File: config.mk
export PLATFORM = sky130hd
export DESIGN_NAME = rgb_frame_reader
export DESIGN_NICKNAME = d
export VERILOG_FILES = /design/src/rtl/rgb_frame_reader.sv
export SDC_FILE = /design/constraint.sdc
export NUM_CORES = 1
export LEC_CHECK = 0
export BUFFER_PORTS_ARGS = -buffer_cell sky130_fd_sc_hd__buf_2
export CAP_MARGIN = 20
export CORE_ASPECT_RATIO = 0.6
export CORE_MARGIN = 2
export CORE_UTILIZATION = 45
export DETAILED_ROUTE_END_ITERATION = 8
export SYNTH_ARGS = -nofsm -noshare
export SYNTH_HDL_FRONTEND = slang
export SYNTH_SLANG_ARGS = --single-unit
export TNS_END_PERCENT = 50
File: constraint.sdc
create_clock -name Clock -period 4.95 [get_ports Clock]
set_input_delay 0.2475 -clock Clock [delete_from_list [all_inputs] [get_ports Clock]]
set_output_delay 0.2475 -clock Clock [all_outputs]
set_load 0.1 [all_outputs]
File: src/rtl/rgb_frame_reader.sv
// Streams a packed RGB frame (3 SRAM words per pixel pair) from SRAM to a
// valid/ready pixel consumer through a small FIFO, in raster order.
module rgb_frame_reader #(
  parameter logic [17:0] RGB_BASE   = 18'd146944,
  parameter int          NUM_PIXELS = 76800,
  parameter int          FIFO_DEPTH = 8
) (
  input  logic        Clock,
  input  logic        Resetn,
  input  logic        start,
  output logic [17:0] SRAM_address,
  input  logic [15:0] SRAM_read_data,
  output logic        SRAM_we_n,
  output logic [7:0]  pix_R,
  output logic [7:0]  pix_G,
  output logic [7:0]  pix_B,
  output logic        pix_valid,
  input  logic        pix_ready,
  output logic        pix_last,
  output logic        busy,
  output logic        done
);

  localparam int PAIRS = NUM_PIXELS / 2;
  localparam int CW    = $clog2(NUM_PIXELS + 1);
  localparam int AW    = $clog2(FIFO_DEPTH);
  localparam int FCW   = AW + 1;

  typedef enum logic [2:0] {IDLE, ISSUE0, ISSUE1, ISSUE2, DRAIN} state_t;
  typedef enum logic [1:0] {TAG_NONE, TAG_W0, TAG_W1, TAG_W2} tag_t;

  state_t          state_reg;
  tag_t            tag_d1_reg, tag_d2_reg;
  logic [CW-1:0]   pair_cnt_reg;
  logic [CW-1:0]   pix_cnt_reg;
  logic [FCW-1:0]  pending_reg;
  logic [FCW-1:0]  fifo_count_reg;
  logic [AW-1:0]   wr_ptr_reg, rd_ptr_reg;
  logic [7:0]      r0_reg, g0_reg, r1_reg;
  logic [24:0]     fifo_mem [FIFO_DEPTH];
  logic [24:0]     head;

  logic            space;
  logic            issue0;
  logic            start_accept;
  logic            push, pop;
  logic [23:0]     push_data;
  logic            push_last;
  logic            last_pop;

  // Budget counts pixels already buffered plus those still in flight, so a
  // newly issued pair can never find the FIFO full when its words land.
  assign space        = (int'(fifo_count_reg) + int'(pending_reg)) <= (FIFO_DEPTH - 2);
  assign issue0       = (state_reg == ISSUE0) && space;
  assign start_accept = (state_reg == IDLE) && start && !done;

  assign push      = (tag_d2_reg == TAG_W1) || (tag_d2_reg == TAG_W2);
  assign push_data = (tag_d2_reg == TAG_W1) ? {r0_reg, g0_reg, SRAM_read_data[15:8]}
                                            : {r1_reg, SRAM_read_data};
  assign push_last = (pix_cnt_reg == CW'(NUM_PIXELS - 1));

  assign head      = fifo_mem[rd_ptr_reg];
  assign pix_valid = (fifo_count_reg != '0);
  assign pop       = pix_valid && pix_ready;
  assign last_pop  = pop && head[24];

  assign pix_R     = head[23:16];
  assign pix_G     = head[15:8];
  assign pix_B     = head[7:0];
  assign pix_last  = pix_valid && head[24];
  assign SRAM_we_n = 1'b1;

  // Fetch FSM: one address per cycle, tags follow the address by one cycle.
  always_ff @(posedge Clock or negedge Resetn) begin
    if (!Resetn) begin
      state_reg    <= IDLE;
      SRAM_address <= RGB_BASE;
      busy         <= 1'b0;
      done         <= 1'b0;
      pair_cnt_reg <= '0;
      tag_d1_reg   <= TAG_NONE;
    end else begin
      done       <= 1'b0;
      tag_d1_reg <= TAG_NONE;
      case (state_reg)
        IDLE: begin
          if (start_accept) begin
            state_reg    <= ISSUE0;
            busy         <= 1'b1;
            pair_cnt_reg <= '0;
            SRAM_address <= RGB_BASE;
          end
        end
        ISSUE0: begin
          if (space) begin
            tag_d1_reg   <= TAG_W0;
            SRAM_address <= SRAM_address + 18'd1;
            state_reg    <= ISSUE1;
          end
        end
        ISSUE1: begin
          tag_d1_reg   <= TAG_W1;
          SRAM_address <= SRAM_address + 18'd1;
          state_reg    <= ISSUE2;
        end
        ISSUE2: begin
          tag_d1_reg <= TAG_W2;
          // Final pair leaves the address on its last word; stepping past it
          // would wrap the 18-bit address for a frame ending at the top.
          if (pair_cnt_reg == CW'(PAIRS - 1)) begin
            state_reg <= DRAIN;
          end else begin
            pair_cnt_reg <= pair_cnt_reg + CW'(1);
            SRAM_address <= SRAM_address + 18'd1;
            state_reg    <= ISSUE0;
          end
        end
        DRAIN: begin
          if (last_pop) begin
            done         <= 1'b1;
            busy         <= 1'b0;
            state_reg    <= IDLE;
            SRAM_address <= RGB_BASE;
          end
        end
        default: state_reg <= IDLE;
      endcase
    end
  end

  // Capture pipeline and FIFO bookkeeping.
  always_ff @(posedge Clock or negedge Resetn) begin
    if (!Resetn) begin
      tag_d2_reg     <= TAG_NONE;
      r0_reg         <= '0;
      g0_reg         <= '0;
      r1_reg         <= '0;
      pending_reg    <= '0;
      pix_cnt_reg    <= '0;
      fifo_count_reg <= '0;
      wr_ptr_reg     <= '0;
      rd_ptr_reg     <= '0;
    end else begin
      tag_d2_reg <= tag_d1_reg;
      if (tag_d2_reg == TAG_W0) begin
        r0_reg <= SRAM_read_data[15:8];
        g0_reg <= SRAM_read_data[7:0];
      end
      if (tag_d2_reg == TAG_W1) begin
        r1_reg <= SRAM_read_data[7:0];
      end

      if (start_accept) begin
        pending_reg <= '0;
        pix_cnt_reg <= '0;
      end else begin
        pending_reg <= pending_reg + (issue0 ? FCW'(2) : FCW'(0)) - (push ? FCW'(1) : FCW'(0));
        if (push) begin
          pix_cnt_reg <= pix_cnt_reg + CW'(1);
        end
      end

      if (push) begin
        wr_ptr_reg <= wr_ptr_reg + AW'(1);
      end
      if (pop) begin
        rd_ptr_reg <= rd_ptr_reg + AW'(1);
      end
      case ({push, pop})
        2'b10:   fifo_count_reg <= fifo_count_reg + FCW'(1);
        2'b01:   fifo_count_reg <= fifo_count_reg - FCW'(1);
        default: fifo_count_reg <= fifo_count_reg;
      endcase
    end
  end

  // FIFO storage; bit 24 flags the frame's final pixel.
  always_ff @(posedge Clock or negedge Resetn) begin
    if (!Resetn) begin
      for (int i = 0; i < FIFO_DEPTH; i++) begin
        fifo_mem[i] <= '0;
      end
    end else if (push) begin
      fifo_mem[wr_ptr_reg] <= {push_last, push_data};
    end
  end

endmodule

==> impl_metrics.yaml, run 1 <==
outcome:
  status: "finished clean"
worst_setup_path:
  critPathMaxStageDelay_ns: 0.48
  crit_arrival_ns: 3.85
  critPathSlowestCell: "o311ai_0"
  crit_type: "register to register"
  critPathLaunchType: "register"
  cp_max_fo: 5
  crit_required_ns: 5.38
  cp-end-kind: "register"
  crit_family: "adder cells"
  worstPathCellList: "ha_1, inv_1, fa_1, xor2_1, o311ai_0, or2_2, nand2b_1, ha_1, inv_1, ha_1, inv_1, fa_1, xor2_1, xnor2_1, nor2_1"
  crit_buf_inv: 3
layout:
  fillCellCount: 2654
  largest_reg_flops: 200
  top_regs: "fifo_mem: 200 flops, SRAM_address: 18 flops"
  syn2layout_area_growth_pct: 12.9
  fin_nets: 1331
  regMostFlops: "fifo_mem"
  drive_gt1_share_pct: 19.1
logic_synthesis:
  synth_cell_types: 57
  yosysMostFrequentCell: "dfrtp_1"
  synth_warnings: 0
  synthArstFlopShare_pct: 100
  synth.avg_cell_area_sq_um: 11.0
  synthesis.nets: 1284
  synthesis.area_sq_um: 13700
  synthesis.instances: 1246
  synth_edf_count: 0
  ys_seq_area_share_pct: 54.6
  synth-main-ff-cell: "dfrtp_1"
  synth_top_area_share_pct: 53.4
  yosys-top-cells-area: "dfrtp_1 53%, mux4_2 8.2%, o21ai_0 4.3%"
  yosys_register_bits: 299
  yosys.area.top_type: "dfrtp_1"
  synthTopCellsByCount: "293 x dfrtp_1, 136 x nand2_1, 126 x nor2_1, 117 x o21ai_0, 114 x a21oi_1"
cts:
  cts_tree: "yes"
  cts_buffers: 29
  clockBufferDepth: 3
  h-tree-depth: 1
  insertion_delay_ns: 0.56
  cts_sinks: 299
  cts.reportedPaths.clkPinSlew_ns: 0.06
  cts_resized: 0
  clock-root-buffer: "clkbuf_16"
timing:
  finalCritPeriodShare_pct: 69.2
  setup_viol: 0
  max_freq_mhz: 292
  relSlewSlack_pct: 25.1
  hold_violations: 0
  rsz0062_at_grt: "false"
  finalMaxSlewViolations: 0
  finalSetupTns_ns: 0
  skew_ns: 0.0155
  fin_crit_ns: 3.43
  worstMarginPinSlew_ns: 1.09
grt:
  grt_pass1_vias: 9379
  grt_max_degree: 110
  grt_pass1_wl_microns: 52200
  grt_overflow_total: 0
  antenna_found_initial: 0
  grt_usage_pct: 20.3
floorplanning:
  core_sq_um: 30000
  die_width_microns: 229
  die_h_microns: 139
  io_pins: 67
  rows: 49
  fp.dieArea_sq_um: 31900
  initial_utilization_pct: 45.8
route:
  drt-pass1-iter-count: 5
  drt_iter0_drc: 683
  drc: 0
  via_count: 9496
  viasPerCell: 5.51
  wl_microns: 31600
  wl_per_cell_microns: 18.4
  ant_nets: 0
placement:
  port-buffer-count: 65
  place_congestion: 0.761
  hpwl_microns: 19800
min_path:
  min_path_type: "input pin to register"
job:
  maxCapViolations: 0
## path summary, 6_finish.rpt
| check | startpoint | endpoint | slack [ns] | cells past startpoint |
|---|---|---|---|---|
| setup / recovery | fifo_count_reg[0] | pending_reg[3] | 1.52 | 15 |
| hold / removal | start | state_reg[0] | 0.05 | 4 |
| setup reg to reg | fifo_count_reg[0] | pending_reg[3] | 1.52 | 15 |
| hold reg to reg | tag_d1_reg[1] | tag_d2_reg[1] | 0.37 | 0 |
| max in group asynchronous | Resetn | fifo_mem[52] | 3.46 | 3 |
| min in group asynchronous | Resetn | SRAM_address[2] | 0.28 | 2 |
## kinds of logic after synthesis
logic type                 after synthesis  synth area share (%)
and+or+nand+nor                        377                  12.4
DFF                                    299                  54.6
AOI/OAI and AO/OA                      283                  11.5
muxes                                  134                  14.8
buffers and inverters                  108                  3.15
xor gates and xnor gates                26                  1.66
adders and majority gates               18                  1.81
other                                    1                0.0273
## worst min-delay path, cell delays in order
cell,delay [ns]
buf_2,0.08
a21o_1,0.10
a21oi_1,0.06
nor2_1,0.08
## metal layers
| metal | vias to the layer above | wire length (microns) | track usage [%] |
|---|---|---|---|
| met4 | 0 | 471 | 3.49 |
| li1 | 4506 | - | - |
| met3 | 37 | 1300 | 3.20 |
| met2 | 169 | 13600 | 29.8 |
| met1 | 4784 | 16200 | 32.2 |
| met5 | - | 0 | 0 |
## area by class of cell
cell class / instances / area [sq um] / area share, %
sequential: 299 / 7490 / 48.4
tap: 408 / 510 / 3.29
timing repair buffer: 99 / 646 / 4.17
clock inverter: 11 / 88.8 / 0.573
clock buffer: 40 / 837 / 5.40
antenna: 1 / 2.50 / 0.0162
inverter: 25 / 93.8 / 0.606
multi-input combinational: 839 / 5820 / 37.6
## stage by stage
| step | setup WS [ns] | instances | instance area, sq um | hold slack, ns | utilization (%) |
|---|---|---|---|---|---|
| final | 1.52 | 1722 | 15500 | 0.0469 | 51.7 |
| after global routing | 1.19 | 1721 | 15500 | 0.0794 | 51.7 |
| after CTS | 1.44 | 1721 | 15500 | 0.0305 | 51.7 |
| after detailed placement | 1.56 | 1653 | 14400 | 0.342 | 48.0 |
| after global placement | 1.56 | 1653 | 14400 | 0.341 | 48.0 |
| after floorplan | 1.83 | 1246 | 13700 | -0.0481 | - |
## cell usage in the layout, fill, tap and decap left out, types with 24 or more instances in the layout
cell,synthesis,final
clkbuf_16,0,29
o21ai_0,117,117
dfrtp_1,293,291
a21oi_1,114,114
mux2i_1,35,35
nor2_1,126,126
mux2_2,49,49
nand3_1,24,24
mux4_2,50,50
buf_2,8,64
nand2_1,136,136
inv_1,25,25
## timing repair
item                                    in CTS  in global routing
setup buffers                                0                  0
endpoints found under the hold margin      126                  0
endpoints found under the setup margin       0                  0
hold buffers                                17                  0
Power of run 1 is not shown: default switching activity piles up to over one toggle a cycle in this logic, so the estimate is an artifact.
==> inputs of run 2 (changes only) <==
--- a/config.mk
+++ b/config.mk
@@ -5,6 +5,7 @@
 export SDC_FILE = /design/constraint.sdc
 export NUM_CORES = 1
 export LEC_CHECK = 0
+export ABC_AREA = 1
 export BUFFER_PORTS_ARGS = -buffer_cell sky130_fd_sc_hd__buf_2
 export CAP_MARGIN = 20
 export CORE_ASPECT_RATIO = 0.6
==> constraint.sdc (replaced) <==
create_clock -name Clock -period 2.8 [get_ports Clock]
set_input_delay 0.14 -clock Clock [delete_from_list [all_inputs] [get_ports Clock]]
set_output_delay 0.14 -clock Clock [all_outputs]
set_load 0.1 [all_outputs]
==> run 2 against run 1 <==
  * Area after synthesis increased by 6.2%
  * Worst setup slack got worse by 1.4 ns
  * Via count increased by 26%
  * Critical endpoint is now pending_reg[2]
  * Utilization increased by 2.4 points
==> impl_metrics.yaml, run 2 <==
outcome:
  status: "finished clean"
logic_synthesis:
  synth-main-ff-cell: "dfrtp_1"
  synth_top_family_by_area: "simple AND/OR/NAND/NOR gates"
  synth_top_area_share_pct: 50.3
  synth_compound_area_share_pct: 17.2
  synthesis.nets: 1822
  yosys_register_bits: 299
  synth_warnings: 0
  synthesis.instances: 1784
  yosys.area.top_type: "dfrtp_1"
  yosysMostFrequentCell: "nand2_1"
  synth.avg_cell_area_sq_um: 8.17
  synthXorXnorAreaFrac_pct: 1.20
  synthArstFlopShare_pct: 100
  synthesis.area_sq_um: 14600
  yosys.area_share.adder_pct: 1.70
  synth_edf_count: 0
  ys_seq_area_share_pct: 51.4
  synth_cell_types: 47
  yosys-mux-area-fraction_pct: 0
  yosys-top-cells-area: "dfrtp_1 50%, nand2_1 11%, o21ai_1 6.2%"
  synthTopCellsByCount: "409 x nand2_1, 293 x dfrtp_1, 238 x nor2_1, 180 x o21ai_1, 144 x o21ai_0"
  yosys.area_share.simple_pct: 22.0
layout:
  final_cell_mix: "403 x nand2_1, 291 x dfrtp_1, 237 x nor2_1"
  syn2layout_area_growth_pct: 16.9
  insertedDiodeCount: 0
  regMostFlops: "fifo_mem"
  drive_gt1_share_pct: 15.0
  top_regs: "fifo_mem: 200 flops, SRAM_address: 18 flops"
  final_common_cell: "nand2_1"
  fin_nets: 1877
  largest_reg_flops: 200
  fin_util_pct: 54.0
  final_area_sq_um: 17000
worst_setup_path:
  cp-end-kind: "register"
  critPathSlowestCell: "fa_2"
  crit_required_ns: 3.23
  crit_buf_inv: 3
  rr_worst_depth: 13
  critPathLaunchType: "register"
  worstPathCellList: "ha_2, inv_2, fa_1, nor2_1, nand3_1, nand4_1, or2_4, ha_4, inv_2, ha_4, inv_2, fa_2, nor2_2"
  crit_arrival_ns: 3.12
  crit_type: "register to register"
  critPathMaxStageDelay_ns: 0.52
  cp_max_fo: 2
  cpMostUsedCell: "inv_2"
  cp_num_cells: 13
  crit_family: "adder cells"
timing:
  hold_violations: 0
  rsz0062_at_grt: "true"
  relSlewSlack_pct: 38.2
  max_freq_mhz: 372
  worstMarginPinSlew_ns: 0.925
  finalMaxSlewViolations: 0
  fin_crit_ns: 2.69
  finalCritPeriodShare_pct: 96.1
  setup_viol: 0
  hold_ws_ns: 0.0780
  skew_ns: 0.0149
  finalSetupTns_ns: 0
grt:
  grt_pass1_wl_microns: 61100
  grt_usage_pct: 22.3
  antenna_found_initial: 0
  grt_max_degree: 114
  grt_pass1_vias: 11300
  grt_overflow_total: 0
floorplanning:
  die_width_microns: 236
  core_sq_um: 31500
  fp.dieArea_sq_um: 33900
  initial_utilization_pct: 46.2
  die_h_microns: 143
  io_pins: 67
  rows: 50
placement:
  dpl_cell_area_sq_um: 15800
  hpwl_microns: 23200
  port-buffer-count: 65
  place_congestion: 0.860
route:
  viasPerCell: 5.27
  via_count: 12000
  drt_iter0_drc: 976
  wl_per_cell_microns: 16.2
  wl_microns: 36900
  ant_nets: 0
  drt-pass1-iter-count: 5
  drc: 0
cts:
  h-tree-depth: 1
  cts.reportedPaths.clkPinSlew_ns: 0.06
  clock-root-buffer: "clkbuf_16"
  cts_buffers: 29
  cts_tree: "yes"
  cts_sinks: 299
  insertion_delay_ns: 0.56
  clockBufferDepth: 3
min_path:
  min_path_type: "input pin to async pin"
job:
  maxCapViolations: 0
power_and_ir_drop:
  p_leak_nw: 7.88
  total_power_mw: 24.5
  power_density_nw_per_um2: 1440
  ir_worst_vdd_v: 0.00115
-- run 2: cell count changes after synthesis, moves of 39 or more --
cell / change
mux4_2: -50
o21ai_1: +177
inv_1: +78
nand2_1: +273
o21ai_2: +39
nor2_1: +112
mux2_2: -49
a21oi_1: -95
-- run 2: logic make-up (layout without fill, tap and decap cells) --
group                      Yosys count  in the layout
AOI/OAI and AO/OA                  448            448
DFF                                299            299
and+or+nand+nor                    774            774
adders and majority gates           18             18
other                                1              1
buffers and inverters              224            299
xor gates and xnor gates            20             20
-- run 2: metal layers --
metal / global-route usage, % / wire length (microns) / vias to the layer above
li1: - / - / 5998
met1: 33.2 / 18500 / 5712
met2: 34.6 / 16100 / 237
met3: 3.84 / 1730 / 33
met4: 4.26 / 594 / 0
met5: 0 / 0 / -
-- run 2: worst paths after layout --
kind	startpoint	to	slack [ns]
max	fifo_count_reg[0]	pending_reg[2]	0.11
min	Resetn	pix_cnt_reg[1]	0.08
max reg2reg	fifo_count_reg[0]	pending_reg[2]	0.11
min reg2reg	tag_d1_reg[1]	tag_d2_reg[1]	0.35
max in group asynchronous	Resetn	SRAM_address[10]	1.89
min in group Clock	start	busy	0.25
-- run 2: what timing repair did --
| item | 4_1_cts | 5_1_grt |
|---|---|---|
| hold buffers | 18 | 0 |
| endpoints found under the hold margin | 299 | 0 |
| buffers inserted | 0 | 2 |
| gates resized for setup | 0 | 13 |
| endpoints found under the setup margin | 0 | 7 |
-- run 2: stage by stage --
step | cells | worst slack, ns
floorplan | 1784 | -0.110
detailed placement | 2203 | 0.0204
finish | 2275 | 0.110
global placement | 2203 | 0.0736
CTS | 2272 | 0.00710
global route | 2275 | -0.0138
-- run 2: layout make-up --
cell class	count	area, sq um
well taps	416	520
flip-flops and latches	299	7490
fillers	2962	14500
clock inverters	7	92.6
repair buffers	124	1310
inverters	124	477
multi-input cells	1261	6280
clock buffers	44	862
-- run 2: power breakdown --
part | switching, mW | internal [mW] | leakage [nW]
sequential | 1.01 | 6.12 | 3.72
combinational | 9.03 | 4.32 | 3.70
clock | 1.69 | 2.30 | 0.460
Power figures use the tool's default switching activity.
==> inputs of run 3 (changes only) <==
--- a/config.mk
+++ b/config.mk
@@ -8,7 +8,7 @@
 export ABC_AREA = 1
 export BUFFER_PORTS_ARGS = -buffer_cell sky130_fd_sc_hd__buf_2
 export CAP_MARGIN = 20
-export CORE_ASPECT_RATIO = 0.6
+export CORE_ASPECT_RATIO = 0.5
 export CORE_MARGIN = 2
 export CORE_UTILIZATION = 45
 export DETAILED_ROUTE_END_ITERATION = 8
==> run 3 against run 2 <==
  * Worst setup slack got worse by 0.025 ns
  * Non-clock buffer count grew 1
  * Clock power rose by 5.8%
  * Maximum frequency shrank 0.90%
  * Sequential power rose by 0.7%
  * Utilization decreased by 0.13 points
  * Critical path depth did not move
  * Count of clock-buffer cells in the layout down 2
  * Wire length rose by 1.4%
  * Register-to-register slack worse by 0.02 ns
  * Global-route usage is 0.13 points higher
  * Highest routed layer unchanged
==> impl_metrics.yaml, run 3 (synthesis gave the netlist of run 2 again) <==
outcome:
  status: "finished clean"
timing:
  skew_ns: 0.0112
  hold_ws_ns: 0.118
  fin_crit_ns: 2.71
  hold_violations: 0
  relSlewSlack_pct: 42.1
  setup_viol: 0
  max_freq_mhz: 368
  worstMarginPinSlew_ns: 0.866
  finalSetupTns_ns: 0
  finalCritPeriodShare_pct: 96.9
  finalMaxSlewViolations: 0
layout:
  fin_nets: 1877
  syn2layout_area_growth_pct: 17.5
  fin_util_pct: 53.9
  regMostFlops: "fifo_mem"
  final_common_cell: "nand2_1"
  largest_reg_flops: 200
  final_area_sq_um: 17100
  drive_gt1_share_pct: 15.0
  final_cell_mix: "403 x nand2_1, 291 x dfrtp_1, 238 x nor2_1"
  top_regs: "fifo_mem: 200 flops, SRAM_address: 18 flops"
  insertedDiodeCount: 0
  fillCellCount: 3029
placement:
  place_congestion: 0.833
  hpwl_microns: 23500
  port-buffer-count: 65
  dpl_cell_area_sq_um: 15800
cts:
  cts_sinks: 299
  clock-root-buffer: "clkbuf_16"
  h-tree-depth: 1
  insertion_delay_ns: 0.56
  cts.reportedPaths.clkPinSlew_ns: 0.06
  cts_buffers: 28
  clockBufferDepth: 3
  cts_tree: "yes"
worst_setup_path:
  crit_type: "register to register"
  cp_max_fo: 2
  critPathLaunchType: "register"
  crit_required_ns: 3.24
  crit_arrival_ns: 3.15
  cp-end-kind: "register"
route:
  viasPerCell: 5.25
  ant_nets: 0
  via_count: 12000
  wl_microns: 37400
  drc: 0
  wl_per_cell_microns: 16.3
  drt-pass1-iter-count: 5
  drt_iter0_drc: 1031
power_and_ir_drop:
  ir_worst_vdd_v: 0.000835
  power_density_nw_per_um2: 1440
  p_leak_nw: 7.93
grt:
  grt_pass1_wl_microns: 62000
  grt_max_degree: 98
  globalRouteMet2Util_pct: 36.1
  grt_pass1_vias: 11600
  grt_usage_pct: 22.5
  met1_usage_pct: 33.0
  grt.busiest_layer: "met2"
  grtUsageMet3_pct: 3.16
  antenna_found_initial: 0
  grt_overflow_total: 0
floorplanning:
  initial_utilization_pct: 45.9
  die_h_microns: 131
  fp.dieArea_sq_um: 33900
  io_pins: 67
  core_sq_um: 31800
  rows: 46
  die_width_microns: 258
min_path:
  min_path_type: "input pin to async pin"
job:
  maxCapViolations: 0
run 3: cell types whose count changed in the layout (fill, tap and decap cells not counted), sizes merged:
cell / change
clkinv: +3
bufinv: +3
clkinvlp: -3
clkbuf: -1
run 3: worst paths after layout:
path	from	to	slack [ns]	depth (start not counted)
max reg2reg	fifo_count_reg[0]	pending_reg[2]	0.09	13
min reg2reg	tag_d1_reg[0]	tag_d2_reg[0]	0.35	0
max in group asynchronous	Resetn	SRAM_address[13]	1.79	3
min	Resetn	pair_cnt_reg[13]	0.12	2
max	fifo_count_reg[0]	pending_reg[2]	0.09	13
min in group Clock	start	busy	0.24	5
run 3: critical path, stage by stage (launching register included):
cell and delay [ns]:
dfrtp_1 0.36, ha_2 0.20, inv_2 0.04, fa_2 0.51
nor2_1 0.04, nand3_1 0.07, nand4_1 0.11, or2_4 0.29
ha_4 0.21, inv_2 0.06, ha_4 0.12, inv_2 0.03
fa_2 0.52, nor2_1 0.04
run 3: where the power goes:
part / internal, mW / switching [mW] / total (mW)
logic: 4.36 / 8.97 / 13.3
registers: 6.12 / 1.07 / 7.19
clock network: 2.52 / 1.69 / 4.21
run 3: routing by layer:
metal  vias to the layer above  part of all wire, %
met2                       227                   46
li1                       5996                    -
met5                         -                    0
met1                      5762                   48
met4                         0                  1.3
met3                        45                  4.5
run 3: what timing repair did:
action,4_1_cts,5_1_grt
setup endpoints to repair,1,7
buffers inserted,0,1
cloned,0,1
resized for setup,1,13
pin swaps,1,5
hold buffers,18,0
endpoints found under the hold margin,103,0
run 3: final cells by class:
type	instances	area, sq um	share of cell area (%)
Clock inverter	10	175	1.02
Timing Repair Buffer	125	1320	7.70
Tap cell	432	541	3.16
Sequential cell	299	7490	43.8
Multi-Input combinational cell	1261	6280	36.7
Clock buffer	42	835	4.87
Inverter	124	477	2.78
run 3: through the flow:
stage / instances / power, mW / setup slack (ns)
6_report: 2293 / 24.7 / 0.0858
2_1_floorplan: 1784 / 16.3 / -0.110
5_1_grt: 2293 / 26.4 / -0.0139
3_3_place_gp: 2221 / 20.2 / 0.0639
4_1_cts: 2291 / 24.7 / 0.00295
3_5_place_dp: 2221 / 20.4 / -0.00670
